[config.mk]
export PLATFORM = sky130hd
export DESIGN_NAME = id_ex_stage_reg
export DESIGN_NICKNAME = d
export VERILOG_FILES = /design/src/rtl/id_ex_stage_reg.sv
export SDC_FILE = /design/constraint.sdc
export NUM_CORES = 1
export LEC_CHECK = 0
export BUFFER_PORTS_ARGS = -buffer_cell sky130_fd_sc_hd__buf_2
export CORE_MARGIN = 2
export CORE_UTILIZATION = 52
export DETAILED_ROUTE_END_ITERATION = 8
export PLACE_DENSITY = 0.94
export SLEW_MARGIN = 25
export SYNTH_ARGS = -nofsm -noshare
export SYNTH_HDL_FRONTEND = slang
export SYNTH_SLANG_ARGS = --single-unit
[constraint.sdc]
create_clock -name clk -period 16.9 [get_ports clk]
set_clock_uncertainty 0.2 [all_clocks]
set_input_delay 3.38 -clock clk [delete_from_list [all_inputs] [get_ports clk]]
set_output_delay 3.38 -clock clk [all_outputs]
set_load 0.05 [all_outputs]
[src/rtl/id_ex_stage_reg.sv]
// ID/EX pipeline register of the 5-stage MIPS32 core with load-use hazard
// detection, bubble insertion, flush/hold control and a saturating bubble counter.
module id_ex_stage_reg #(
    parameter int DATA_W  = 32,
    parameter int RADDR_W = 5,
    parameter int CNT_W   = 16
) (
    input  logic               clk,
    input  logic               reset,
    input  logic               flush,
    input  logic               ex_hold,
    input  logic [DATA_W-1:0]  id_pc,
    input  logic [DATA_W-1:0]  id_rs_data,
    input  logic [DATA_W-1:0]  id_rt_data,
    input  logic [DATA_W-1:0]  id_ext32,
    input  logic [RADDR_W-1:0] id_rs,
    input  logic [RADDR_W-1:0] id_rt,
    input  logic [RADDR_W-1:0] id_rd,
    input  logic               id_uses_rs,
    input  logic               id_uses_rt,
    input  logic [3:0]         id_alu_op,
    input  logic               id_alu_src,
    input  logic               id_reg_dst,
    input  logic               id_reg_write,
    input  logic               id_mem_read,
    input  logic               id_mem_write,
    input  logic               id_mem_to_reg,
    output logic [DATA_W-1:0]  ex_pc,
    output logic [DATA_W-1:0]  ex_rs_data,
    output logic [DATA_W-1:0]  ex_rt_data,
    output logic [DATA_W-1:0]  ex_ext32,
    output logic [RADDR_W-1:0] ex_rs,
    output logic [RADDR_W-1:0] ex_rt,
    output logic [RADDR_W-1:0] ex_rd,
    output logic [3:0]         ex_alu_op,
    output logic               ex_alu_src,
    output logic               ex_reg_dst,
    output logic               ex_reg_write,
    output logic               ex_mem_read,
    output logic               ex_mem_write,
    output logic               ex_mem_to_reg,
    output logic [RADDR_W-1:0] ex_dest,
    output logic               ex_valid,
    output logic               id_stall,
    output logic [CNT_W-1:0]   bubble_cnt
);

    typedef struct packed {
        logic [DATA_W-1:0]  pc;
        logic [DATA_W-1:0]  rs_data;
        logic [DATA_W-1:0]  rt_data;
        logic [DATA_W-1:0]  ext32;
        logic [RADDR_W-1:0] rs;
        logic [RADDR_W-1:0] rt;
        logic [RADDR_W-1:0] rd;
        logic [3:0]         alu_op;
        logic               alu_src;
        logic               reg_dst;
        logic               reg_write;
        logic               mem_read;
        logic               mem_write;
        logic               mem_to_reg;
        logic [RADDR_W-1:0] dest;
        logic               valid;
    } ex_slot_t;

    ex_slot_t          ex_r;
    ex_slot_t          id_slot_s;
    logic              load_use_s;
    logic [CNT_W-1:0]  bubble_cnt_r;

    function automatic logic [CNT_W-1:0] sat_inc(input logic [CNT_W-1:0] v);
        if (&v) begin
            return v;
        end else begin
            return v + {{(CNT_W-1){1'b0}}, 1'b1};
        end
    endfunction

    function automatic logic reads_reg(input logic uses,
                                       input logic [RADDR_W-1:0] r,
                                       input logic [RADDR_W-1:0] dest);
        return uses && (r == dest);
    endfunction

    // Assemble the slot that would enter EX from the ID-stage inputs.
    always_comb begin
        id_slot_s            = '0;
        id_slot_s.pc         = id_pc;
        id_slot_s.rs_data    = id_rs_data;
        id_slot_s.rt_data    = id_rt_data;
        id_slot_s.ext32      = id_ext32;
        id_slot_s.rs         = id_rs;
        id_slot_s.rt         = id_rt;
        id_slot_s.rd         = id_rd;
        id_slot_s.alu_op     = id_alu_op;
        id_slot_s.alu_src    = id_alu_src;
        id_slot_s.reg_dst    = id_reg_dst;
        id_slot_s.reg_write  = id_reg_write;
        id_slot_s.mem_read   = id_mem_read;
        id_slot_s.mem_write  = id_mem_write;
        id_slot_s.mem_to_reg = id_mem_to_reg;
        id_slot_s.dest       = id_reg_dst ? id_rd : id_rt;
        id_slot_s.valid      = 1'b1;
    end

    // Load-use hazard: a valid load in EX writes a nonzero register the ID instruction reads.
    always_comb begin
        load_use_s = 1'b0;
        if (ex_r.valid && ex_r.mem_read && ex_r.reg_write &&
            (ex_r.dest != {RADDR_W{1'b0}})) begin
            load_use_s = reads_reg(id_uses_rs, id_rs, ex_r.dest) |
                         reads_reg(id_uses_rt, id_rt, ex_r.dest);
        end else begin
            load_use_s = 1'b0;
        end
    end

    assign id_stall = load_use_s | ex_hold;

    // EX slot update; flush and load-use both insert an all-zero bubble (architectural NOP).
    always_ff @(posedge clk or posedge reset) begin
        if (reset) begin
            ex_r <= '0;
        end else if (flush) begin
            ex_r <= '0;
        end else if (ex_hold) begin
            ex_r <= ex_r;
        end else if (load_use_s) begin
            ex_r <= '0;
        end else begin
            ex_r <= id_slot_s;
        end
    end

    // Count load-use bubbles only when the load-use rule is the one that fires.
    always_ff @(posedge clk or posedge reset) begin
        if (reset) begin
            bubble_cnt_r <= {CNT_W{1'b0}};
        end else if (!flush && !ex_hold && load_use_s) begin
            bubble_cnt_r <= sat_inc(bubble_cnt_r);
        end else begin
            bubble_cnt_r <= bubble_cnt_r;
        end
    end

    assign ex_pc         = ex_r.pc;
    assign ex_rs_data    = ex_r.rs_data;
    assign ex_rt_data    = ex_r.rt_data;
    assign ex_ext32      = ex_r.ext32;
    assign ex_rs         = ex_r.rs;
    assign ex_rt         = ex_r.rt;
    assign ex_rd         = ex_r.rd;
    assign ex_alu_op     = ex_r.alu_op;
    assign ex_alu_src    = ex_r.alu_src;
    assign ex_reg_dst    = ex_r.reg_dst;
    assign ex_reg_write  = ex_r.reg_write;
    assign ex_mem_read   = ex_r.mem_read;
    assign ex_mem_write  = ex_r.mem_write;
    assign ex_mem_to_reg = ex_r.mem_to_reg;
    assign ex_dest       = ex_r.dest;
    assign ex_valid      = ex_r.valid;
    assign bubble_cnt    = bubble_cnt_r;

endmodule

# After elaboration in Yosys (flattened, before gate mapping)

Cells that the tools add are included.

Logic and storage cells: 41
ROM bits: 0
Input port bits: 159
Register bits after elaboration: 175
Memories kept: 0
Output and inout bits: 176
Memory bits (writable): 0
Latch bits: 0

Multipliers: 0
Order comparisons: 0
Add/sub/neg operators: 1
Div/mod/pow operators: 0
Shift-type cells: 0
Bitwise gates (word level): 3
Reductions and logical operators: 12
Muxes and demuxes: 5
Equality and inequality tests: 3

Operator list:

| operator              | count |
|---|---|
| $mux 159              | 3 |
| $add 16x1->16 const B | 1 |
| $reduce_and 16->1     | 1 |
| $eq 5x5->1            | 2 |
| $logic_and 1x1->1     | 7 |
| $mux 5                | 1 |
| $reduce_bool 5->1     | 1 |
| $logic_not 1->1       | 2 |
| $ne 2x2->1 const B    | 1 |
| $or 1x1->1            | 2 |
| $reduce_and 2->1      | 1 |
| $mux 1                | 1 |
| $not 1->1             | 1 |

# Logic depth before layout (Yosys ltp)

Gate-level depths: netlist of run 1.

Depth in word-level cells: 7
Depth in mapped cells: 7
Mapped depth without buffers: 6

# Worst setup path after synthesis of run 1

No wires, ideal clock.

Path kind: input -> output
Start: in id_rs[3]
End: out id_stall
Cell stages on the path: 5
Arrival time: 5.400 ns
Data required time: 13.320 ns
Setup slack: 7.920 ns
Path buffers: 1
Cell sequence: xor2_1 nor4_4 a32oi_4 buf_2 o21ai_0

Word-level cells in the longest chain between the ends: 5

Ends and longest elaborated chain:

| what               | line | text |
|---|---|---|
| start: declaration | 16   | `input logic [RADDR_W-1:0] id_rs,` |
| $eq 5x5->1         | 83   | `return uses && (r == dest);` |
| $logic_and 1x1->1  | 83   |  |
| $or 1x1->1         | 112  | `load_use_s = reads_reg(id_uses_rs, id_rs, ex_r.dest) \|` |
| $mux 1             | 110  | `if (ex_r.valid && ex_r.mem_read && ex_r.reg_write &&` |
| $or 1x1->1         | 119  | `assign id_stall = load_use_s \| ex_hold;` |
| end: declaration   | 44   | `output logic id_stall,` |

No other way between the ends.

# Worst setup path after layout of run 1

Ends and elaborated chain as after synthesis.

==> results.md, run 1 <==
- Final period demand of the worst path: 8920 ps
- Diode count: 0
- Rel. slew slack: 34.2%
- Number of synthesized flops with an enable pin: 0
- P_leak: 5.40 nW
- Num CTS Buffers: 17
- Period Utilization, post-route: 52.8%
- #FFs+latches synth: 175
- Hold depth: 2
- Vias in the first global route: 7,344
- Final Wtd Congestion: 0.915
- Top layer in use: met4
- # setup viols final: 0
- CP Data Required Time: 13,320 ps
- Die H: 129 um
- Warnings, synthesis: 0
- Setup TNS: 0 ps
- Post-DP HPWL: 16,100 um
- WL met1: 9320 um
- Yosys top cell by area: dfrtp_1
- Peak VDD IR: 0.0980 mV
- CTS H-Tree Depth: 4
- Multi-input logic area: 0.00317 mm^2
- First-pass GRT wire length: 37,700 um
- CTS tree: done
- Clock tree sinks: 175
- Post-DRT Antenna Nets: 0
- Initial Utilization: 53.4%
- Vias per cell: 5.86
- GRT Total Usage: 29.0%
- Global route overflow: 0
- Setup Buffers After CTS: 0
- Initial antenna violation count: 0
- Post-CTS Hold Buffers: 0
- Core area: 0.0152 mm^2
- Synth area leaders: dfrtp_1, o211ai_1, nand2_1, a21oi_1, o41ai_1
- Placement Rows: 45
- # DRC: 0
- Share of cells above drive strength 1: 36.3%
- Initial DRC count: 492
- CP max FO: 45
- Yosys top cell area share: 54.0%
- Post-Syn Nets: 978
- Setup crit end kind: output port
- Setup crit start kind: input port
- WL/cell: 18.8 um
- Area Growth Syn to Fin: 28.9%
- Max frequency: 0.112 GHz
- Avg Inst Size Synth: 9.92 um^2
- Worst-Margin Slew: 987 ps
- Post-Synthesis Cell Area: 0.00811 mm^2
- RSZ-0062 raised after global routing: false
- CP Data Arrival Time: 5340 ps
- DP Area: 0.00979 mm^2
- Resized cells post-CTS: 0
- Reg2reg path depth: 7
- Via count: 7,623
- Post-Route WL: 24,400 um
- Netlist cell types: 40
- Worst-path clk slew: 70 ps
- Largest net degree at the start of global routing: 98
- Root Driver: clkbuf_16
- Final Cell Area: 0.0105 mm^2
- PwrDens: 104 mW/mm^2
- Worst skew pair latency: 420 ps
- Hold slack: 267 ps
- Filler cells: 1,133
- Status: completed
- Most common cell after layout, fill and taps aside: buf_2
- Synth Flop Type: dfrtp_1
- I/O Buffers: 334
- WL met3: 1910 um
- Async set-reset flop share out of synthesis: 100%
- Fin. max-slew vios: 0
- Io pins: 335
- Maxcap violations: 0
- FF/Latch Area: 0.00438 mm^2
- WL met2: 12,100 um
- CTS Buffer Depth: 2
- Full die area: 0.0166 mm^2
- Highest-count cells in the layout ignoring fill and taps: buf_2, dfrtp_1, nand2_1, o211ai_1, a21oi_1
- Worst Hold Class: flip-flop to flip-flop
- Fin nets: 1,259
- Crit Path Category: input port to output port
- Sequential fraction of the synthesis area: 54.0%
- Gate Count Post-Synth: 818
- Die width: 129 um
- Fin. Hold Viols: 0
- TritonRoute pass-1 iters: 5
[cells in the mapped netlist (all sizes together) (6+ instances only)]
master  number
o211ai      91
o41ai       62
nor4         8
o31ai        6
nand4        6
xor2        21
dfrtp      175
a21oi       91
nand3        7
inv         65
buf         23
nand2      159
nor3         7
clkbuf      60
[metrics by stage]
stage / utilization [%] / std cells / power [mW] / setup WS (ps)
floorplan: - / 818 / 0.589 / 7920
global placement: 64.4 / 1268 / 0.645 / 7960
detailed placement: 64.4 / 1268 / 0.649 / 7930
CTS: 68.8 / 1300 / 1.09 / 7920
global route: 68.8 / 1300 / 1.12 / 7820
finish: 68.8 / 1300 / 1.09 / 7980
[per-layer routing]
metal	vias up	GRT usage, %
li1	3459	-
met2	419	47.1
met5	-	0
met3	86	8.15
met1	3659	35.7
met4	0	14.7
[final cells by class]
| class | count | share of cell area [%] |
|---|---|---|
| sequential | 175 | 41.9 |
| multi-input combinational | 495 | 30.3 |
| timing repair buffer | 345 | 16.9 |
| clock buffer | 19 | 4.14 |
| inverter | 65 | 2.38 |
| tap | 188 | 2.25 |
| clock inverter | 13 | 2.24 |
[critical path, stage by stage]
cell     delay (ps)
buf_2           120
xor2_1          170
nor4_4          380
a32oi_4         170
buf_4           310
o21ai_0         450
buf_2           350
[path summary, 6_finish.rpt]
kind,start,to,slack (ps)
setup / recovery,id_rs[3],id_stall,7980
hold / removal,ex_rt[2],ex_rt[2],270
setup reg to reg,ex_dest[3],ex_dest[3],13560
hold reg to reg,ex_rt[2],ex_rt[2],270
max in group asynchronous,reset,ex_rs_data[1],12360
min in group asynchronous,reset,ex_rt_data[22],2930
[power by group]
part	leakage, nW	switching, mW	total [mW]	internal, mW
Clock	0.315	0.165	0.444	0.279
Sequential	2.34	0.0133	0.453	0.439
Combinational	2.74	0.142	0.190	0.0478
Total	5.40	0.320	1.09	0.766
[kinds of logic (layout without fill, tap and decap cells)]
logic type / count (synthesis) / count (layout) / synth area share [%]
AOI/OAI and AO/OA: 256 / 256 / 23.7
muxes: 7 / 7 / 0.895
and+or+nand+nor: 207 / 207 / 11.3
adders and majority gates: 1 / 1 / 0.154
DFF: 175 / 175 / 54.0
xor gates and xnor gates: 24 / 24 / 2.59
buffers and inverters: 148 / 442 / 7.31
Power figures use the tool's default switching activity.
==> run 2: changes to the inputs <==
--- a/config.mk
+++ b/config.mk
@@ -7,9 +7,9 @@
 export LEC_CHECK = 0
 export BUFFER_PORTS_ARGS = -buffer_cell sky130_fd_sc_hd__buf_2
 export CORE_MARGIN = 2
-export CORE_UTILIZATION = 52
+export CORE_UTILIZATION = 44
 export DETAILED_ROUTE_END_ITERATION = 8
-export PLACE_DENSITY = 0.94
+export PLACE_DENSITY = 0.85
 export SLEW_MARGIN = 25
 export SYNTH_ARGS = -nofsm -noshare
 export SYNTH_HDL_FRONTEND = slang
==> constraint.sdc (replaced) <==
create_clock -name clk -period 7.6 [get_ports clk]
set_clock_uncertainty 0.2 [all_clocks]
set_input_delay 1.52 -clock clk [delete_from_list [all_inputs] [get_ports clk]]
set_output_delay 1.52 -clock clk [all_outputs]
set_load 0.05 [all_outputs]
==> run 2 against run 1 <==
  * Register-to-register slack worse by 9200 ps
  * Clock power up 91%
  * Combinational power grew 120%
  * Die area increased by 18%
  * Utilization shrank 11 points
  * Final area is 0.56% lower
  * Non-clock buffer count decreased by 2
  * Cell count increased by 3.0%
  * First-iteration DRC count is 14% higher
  * Worst setup slack got worse by 5400 ps
  * Critical path type unchanged
  * Largest cell class unchanged
==> results.md, run 2 (same netlist as run 1, synthesis figures left out) <==
- Critical path depth: 7 (unchanged)
- GRT Total Usage: 24.0% (was 29.0%)
- WL/cell: 17.8 um (was 18.8 um)
- Status: completed (unchanged)
- Initial Utilization: 45.0% (was 53.4%)
- Worst-path clk slew: 60 ps (was 70 ps)
- Setup crit start kind: input port (unchanged)
- Setup crit end kind: output port (unchanged)
- Largest net degree at the start of global routing: 102 (was 98)
- Die width: 140 um (was 129 um)
- I/O Buffers: 334 (unchanged)
- Via count: 7,488 (was 7,623)
- Crit path buf inv count: 3 (unchanged)
- Global route overflow: 0 (unchanged)
- Placement Rows: 49 (was 45)
- Maxcap violations: 0 (unchanged)
- Hold depth: 2 (unchanged)
- Max frequency: 0.201 GHz
- Reg2reg path depth: 6 (was 7)
- Most common cell after layout, fill and taps aside: buf_2 (unchanged)
- Share of cells above drive strength 1: 36.2% (was 36.3%)
- Area Growth Syn to Fin: 28.2% (was 28.9%)
- Vias in the first global route: 7,230 (was 7,344)
- Fin. max-slew vios: 0 (unchanged)
- Peak VDD IR: 0.143 mV (was 0.0980 mV)
- Vias per cell: 5.59 (was 5.86)
- CP cell instances: buf_2 -> xor2_1 -> nor4_2 -> a32oi_4 -> buf_4 -> o21ai_0 -> buf_2 (was buf_2 -> xor2_1 -> nor4_4 -> a32oi_4 -> buf_4 -> o21ai_0 -> buf_2)
- Worst-Margin Slew: 1040 ps (was 987 ps)
- Post-CTS Hold Buffers: 0 (unchanged)
- Highest-count cells in the layout ignoring fill and taps: buf_2, dfrtp_1, nand2_1, o211ai_1, a21oi_1 (unchanged)
- # setup viols final: 0 (unchanged)
- Period Utilization, post-route: 65.4%
- CP max FO: 42 (was 45)
- CP Data Arrival Time: 3250 ps (was 5340 ps)
- CP most frequent cell: buf_2 (unchanged)
- Final Wtd Congestion: 0.822 (was 0.915)
- Total power: 2.27 mW (was 1.09 mW)
- Final period demand of the worst path: 4970 ps
- Post-DP HPWL: 15,800 um (was 16,100 um)
- Fin. Hold Viols: 0 (unchanged)
- Die H: 140 um (was 129 um)
- # DRC: 0 (unchanged)
- Io pins: 335 (unchanged)
- CTS Buffer Depth: 2 (unchanged)
- Worst path top cell family by delay: buffers and inverters (unchanged)
- P_leak: 5.34 nW (was 5.40 nW)
- Worst skew pair latency: 420 ps (about the same)
- First-pass GRT wire length: 38,200 um (was 37,700 um)
- RSZ-0062 raised after global routing: false (unchanged)
- CP Data Required Time: 5880 ps (was 13,320 ps)
- Rel. slew slack: 30.9% (was 34.2%)
- TritonRoute pass-1 iters: 7 (was 5)
- Worst Hold Class: flip-flop to flip-flop (unchanged)
- Root Driver: clkbuf_16 (unchanged)
- Full die area: 0.0195 mm^2 (was 0.0166 mm^2)
- CTS tree: done (unchanged)
- Initial antenna violation count: 1 (was 0)
- Initial DRC count: 563 (was 492)
- Worst path max stage delay: 420 ps (was 450 ps)
- Post-DRT Antenna Nets: 0 (unchanged)
- Setup TNS: 0 ps (unchanged)
- Setup Buffers After CTS: 0 (unchanged)
- CP max stage cell: nor4_2 (was o21ai_0)
- CTS H-Tree Depth: 4 (unchanged)
- Final core utilization: 57.7% (was 68.8%)
- Resized cells post-CTS: 0 (unchanged)
- Core area: 0.0180 mm^2 (was 0.0152 mm^2)
- Fin nets: 1,257 (was 1,259)
- Crit Path Category: input port to output port (unchanged)
- Clock tree sinks: 175 (unchanged)
- Num CTS Buffers: 17 (unchanged)
- Hold slack: 270 ps (was 267 ps)
- Post-Route WL: 23,900 um (was 24,400 um)
- PwrDens: 218 mW/mm^2 (was 104 mW/mm^2)
-- run 2: cell count changes in the layout (fill, tap and decap cells not counted), sizes merged --
cell      delta
bufinv       -5
buf          -2
clkinv       +2
clkbuf       +1
clkinvlp     +1
diode        +1
-- run 2: area by class of cell --
cell class	count	area (um^2)
Multi-Input combinational cell	495	3170
Fill cell	1590	7620
Timing Repair Buffer	343	1750
Sequential cell	175	4380
Clock inverter	11	109
Tap cell	229	287
Antenna cell	1	2.50
Inverter	65	249
Clock buffer	20	457
-- run 2: metal layers --
layer	up-vias	global-route usage [%]	wire (um)	share of wire [%]
li1	3465	-	-	-
met1	3613	31.5	9560	40
met4	0	9.16	707	3.0
met2	355	38.5	11800	49
met3	55	6.23	1830	7.6
met5	-	0	0	0
-- run 2: final timing paths --
path | startpoint | slack, ps | end
min reg2reg | ex_rs[4] | 270 | ex_rs[4]
max reg2reg | ex_dest[1] | 4320 | ex_rd[1]
max in group asynchronous | reset | 4940 | ex_ext32[28]
min | ex_rs[4] | 270 | ex_rs[4]
min in group asynchronous | reset | 1060 | ex_rt_data[21]
max | id_rt[4] | 2630 | id_stall
-- run 2: per-stage QoR --
stage	area [um^2]	worst slack (ps)	std cells
after detailed placement	9820	2670	1307
after CTS	10400	2640	1338
after global placement	9820	2680	1307
final	10400	2630	1339
after global routing	10400	2500	1339
after floorplan	8110	1130	818
-- run 2: power by group --
part	total (mW)	switching, mW	internal, mW
sequential	1.00	0.0271	0.977
combinational	0.418	0.312	0.106
clock	0.849	0.378	0.471
-- run 2: tightest hold or removal path: cells and delay by family, from the launching register on --
| family | cells | cell delay (ps) |
|---|---|---|
| AND/OR/NAND/NOR | 1 | 50 |
| AO/OA/AOI/OAI | 1 | 50 |
| flip-flops | 1 | 340 |
==> run 3: changes to the inputs <==
==> constraint.sdc (replaced) <==
create_clock -name clk -period 4.43 [get_ports clk]
set_clock_uncertainty 0.2 [all_clocks]
set_input_delay 0.886 -clock clk [delete_from_list [all_inputs] [get_ports clk]]
set_output_delay 0.886 -clock clk [all_outputs]
set_load 0.05 [all_outputs]
==> run 3 against run 2 <==
  * Cell count grew 0.52%
  * Routed wire length increased by 1.0%
  * First-iteration DRC count up 13%
  * Sequential share of layout area fell by 0.38 points
  * Flip-flop and latch count unchanged
  * Register-to-register slack lost 2900 ps
  * Worst setup slack worse by 1600 ps
  * Clock power increased by 76%
  * Critical path depth shrank 1
  * Non-clock buffer count grew 5
  * Combinational power increased by 73%
  * Die area stayed put
  * Critical path type unchanged
  * Critical endpoint unchanged
==> results.md, run 3 (same netlist as run 1, synthesis figures left out) <==
- Peak VDD IR: 0.254 mV (was 0.143 mV)
- CP max FO: 2 (was 42)
- Status: completed (unchanged)
- Hold depth: 2 (unchanged)
- Io pins: 335 (unchanged)
- Setup crit end kind: output port (unchanged)
- CTS tree: done (unchanged)
- Final worst setup slack: 1070 ps (was 2630 ps)
- Root Driver: clkbuf_16 (unchanged)
- CP Data Required Time: 3340 ps (was 5880 ps)
- Fin. Hold Viols: 0 (unchanged)
- Worst Hold Class: flip-flop to flip-flop (unchanged)
- GRT Total Usage: 24.5% (was 24.0%)
- Setup TNS: 0 ps (unchanged)
- Post-Route WL: 24,100 um (was 23,900 um)
- Sequential Power Share: 43.8% (was 44.2%)
- CP Data Arrival Time: 2270 ps (was 3250 ps)
- Net Sw Frac: 32.4% (was 31.6%)
- Setup Buffers After CTS: 0 (unchanged)
- Initial antenna violation count: 2 (was 1)
- Crit Path Category: input port to output port (unchanged)
- Die H: 140 um (unchanged)
- Most common cell after layout, fill and taps aside: buf_2 (unchanged)
- Worst-path clk slew: 60 ps (about the same)
- First-pass GRT wire length: 38,700 um (was 38,200 um)
- RSZ-0062 raised after global routing: false (unchanged)
- Rel. slew slack: 34.7% (was 30.9%)
- Area Growth Syn to Fin: 29.4% (was 28.2%)
- Clock power frac: 37.9% (was 37.4%)
- CP most frequent cell: buf_2 (unchanged)
- Core area: 0.0180 mm^2 (unchanged)
- Via count: 7,477 (was 7,488)
- WL/cell: 17.9 um (was 17.8 um)
- Post-DRT Antenna Nets: 0 (unchanged)
- PwrDens: 375 mW/mm^2 (was 218 mW/mm^2)
- Worst-Margin Slew: 979 ps (was 1040 ps)
- Period Utilization, post-route: 75.8%
- Largest net degree at the start of global routing: 176 (was 102)
- Post-DP HPWL: 15,900 um (was 15,800 um)
- Resized cells post-CTS: 0 (unchanged)
- P_int: 2.66 mW (was 1.55 mW)
- I/O Buffers: 334 (unchanged)
- CP max stage cell: nor4_4 (was nor4_2)
- CP cell instances: buf_2 -> xor2_1 -> nor4_4 -> a32oi_4 -> o21ai_0 -> buf_2 (was buf_2 -> xor2_1 -> nor4_2 -> a32oi_4 -> buf_4 -> o21ai_0 -> buf_2)
- Maxcap violations: 0 (unchanged)
- Worst skew pair latency: 420 ps (about the same)
- Post-Place Setup Slack: 1020 ps (was 2670 ps)
- TritonRoute pass-1 iters: 5 (was 7)
- P_leak: 5.38 nW (was 5.34 nW)
- CTS H-Tree Depth: 4 (unchanged)
- Share of cells above drive strength 1: 36.6% (was 36.2%)
- Vias per cell: 5.55 (was 5.59)
- Setup crit start kind: input port (unchanged)
- Placement Rows: 49 (unchanged)
- Fin nets: 1,262 (was 1,257)
- Vias in the first global route: 7,378 (was 7,230)
- Highest-count cells in the layout ignoring fill and taps: buf_2, dfrtp_1, nand2_1, o211ai_1, a21oi_1 (unchanged)
- Switching power: 1.27 mW (was 0.717 mW)
- Hold slack: 269 ps (was 270 ps)
- Max frequency: 0.298 GHz
- # setup viols final: 0 (unchanged)
- Initial Utilization: 45.0% (unchanged)
- Full die area: 0.0195 mm^2 (unchanged)
- Fin. max-slew vios: 0 (unchanged)
- Die width: 140 um (unchanged)
- # DRC: 0 (unchanged)
- Num CTS Buffers: 17 (unchanged)
- Global route overflow: 0 (unchanged)
- Final Wtd Congestion: 0.831 (was 0.822)
- Reg2reg path depth: 6 (unchanged)
- Final period demand of the worst path: 3360 ps
- Initial DRC count: 637 (was 563)
- CTS Buffer Depth: 2 (unchanged)
- Post-CTS Hold Buffers: 0 (unchanged)
- Logic pwr share: 18.4% (about the same)
- Worst path max stage delay: 340 ps (was 420 ps)
- Clock tree sinks: 175 (unchanged)
==> run 3: per-layer routing <==
| metal | wire (um) | up-vias | GRT usage [%] |
|---|---|---|---|
| met5 | 0 | - | 0 |
| met4 | 789 | 0 | 10.1 |
| met3 | 1690 | 59 | 5.95 |
| met2 | 12000 | 322 | 39.5 |
| met1 | 9650 | 3628 | 31.8 |
| li1 | - | 3468 | - |
==> run 3: power groups by stage <==
stage	clock [mW]	sequential [mW]	combinational, mW
3_5_place_dp	0	1.75	0.723
6_report	1.49	1.72	0.722
2_1_floorplan	0	2.03	0.217
4_1_cts	1.52	1.72	0.724
5_1_grt	1.60	1.73	0.769
3_3_place_gp	0	1.75	0.714
==> run 3: final cells by class <==
type / count / area, um^2
Sequential cell: 175 / 4380
Antenna cell: 2 / 5.00
Multi-Input combinational cell: 495 / 3170
Inverter: 65 / 248
Clock buffer: 18 / 429
Timing Repair Buffer: 348 / 1830
Clock inverter: 14 / 151
Tap cell: 229 / 287
Fill cell: 1562 / 7530
==> run 3: per-stage QoR <==
step	instances	area (um^2)	total power, mW	util (%)
final	1346	10500	3.93	58.2
after global placement	1311	9880	2.46	54.8
after floorplan	818	8120	2.25	-
after CTS	1343	10500	3.97	58.0
after detailed placement	1311	9880	2.48	54.8
after global routing	1346	10500	4.10	58.2
==> run 3: path summary, 6_finish.rpt <==
check	start	endpoint	slack, ps
min	ex_alu_src	ex_alu_src	270
max reg2reg	ex_dest[1]	ex_rs_data[0]	1400
max	id_rs[3]	id_stall	1070
min in group asynchronous	reset	ex_rs_data[13]	370
max in group asynchronous	reset	bubble_cnt[12]	2810
min reg2reg	ex_alu_src	ex_alu_src	270
==> run 3: critical path: cells and delay by family <==
family          cells  cell delay [ps]
xor+xnor            1              160
compound gates      2              430
buf+inv             2              450
simple gates        1              340
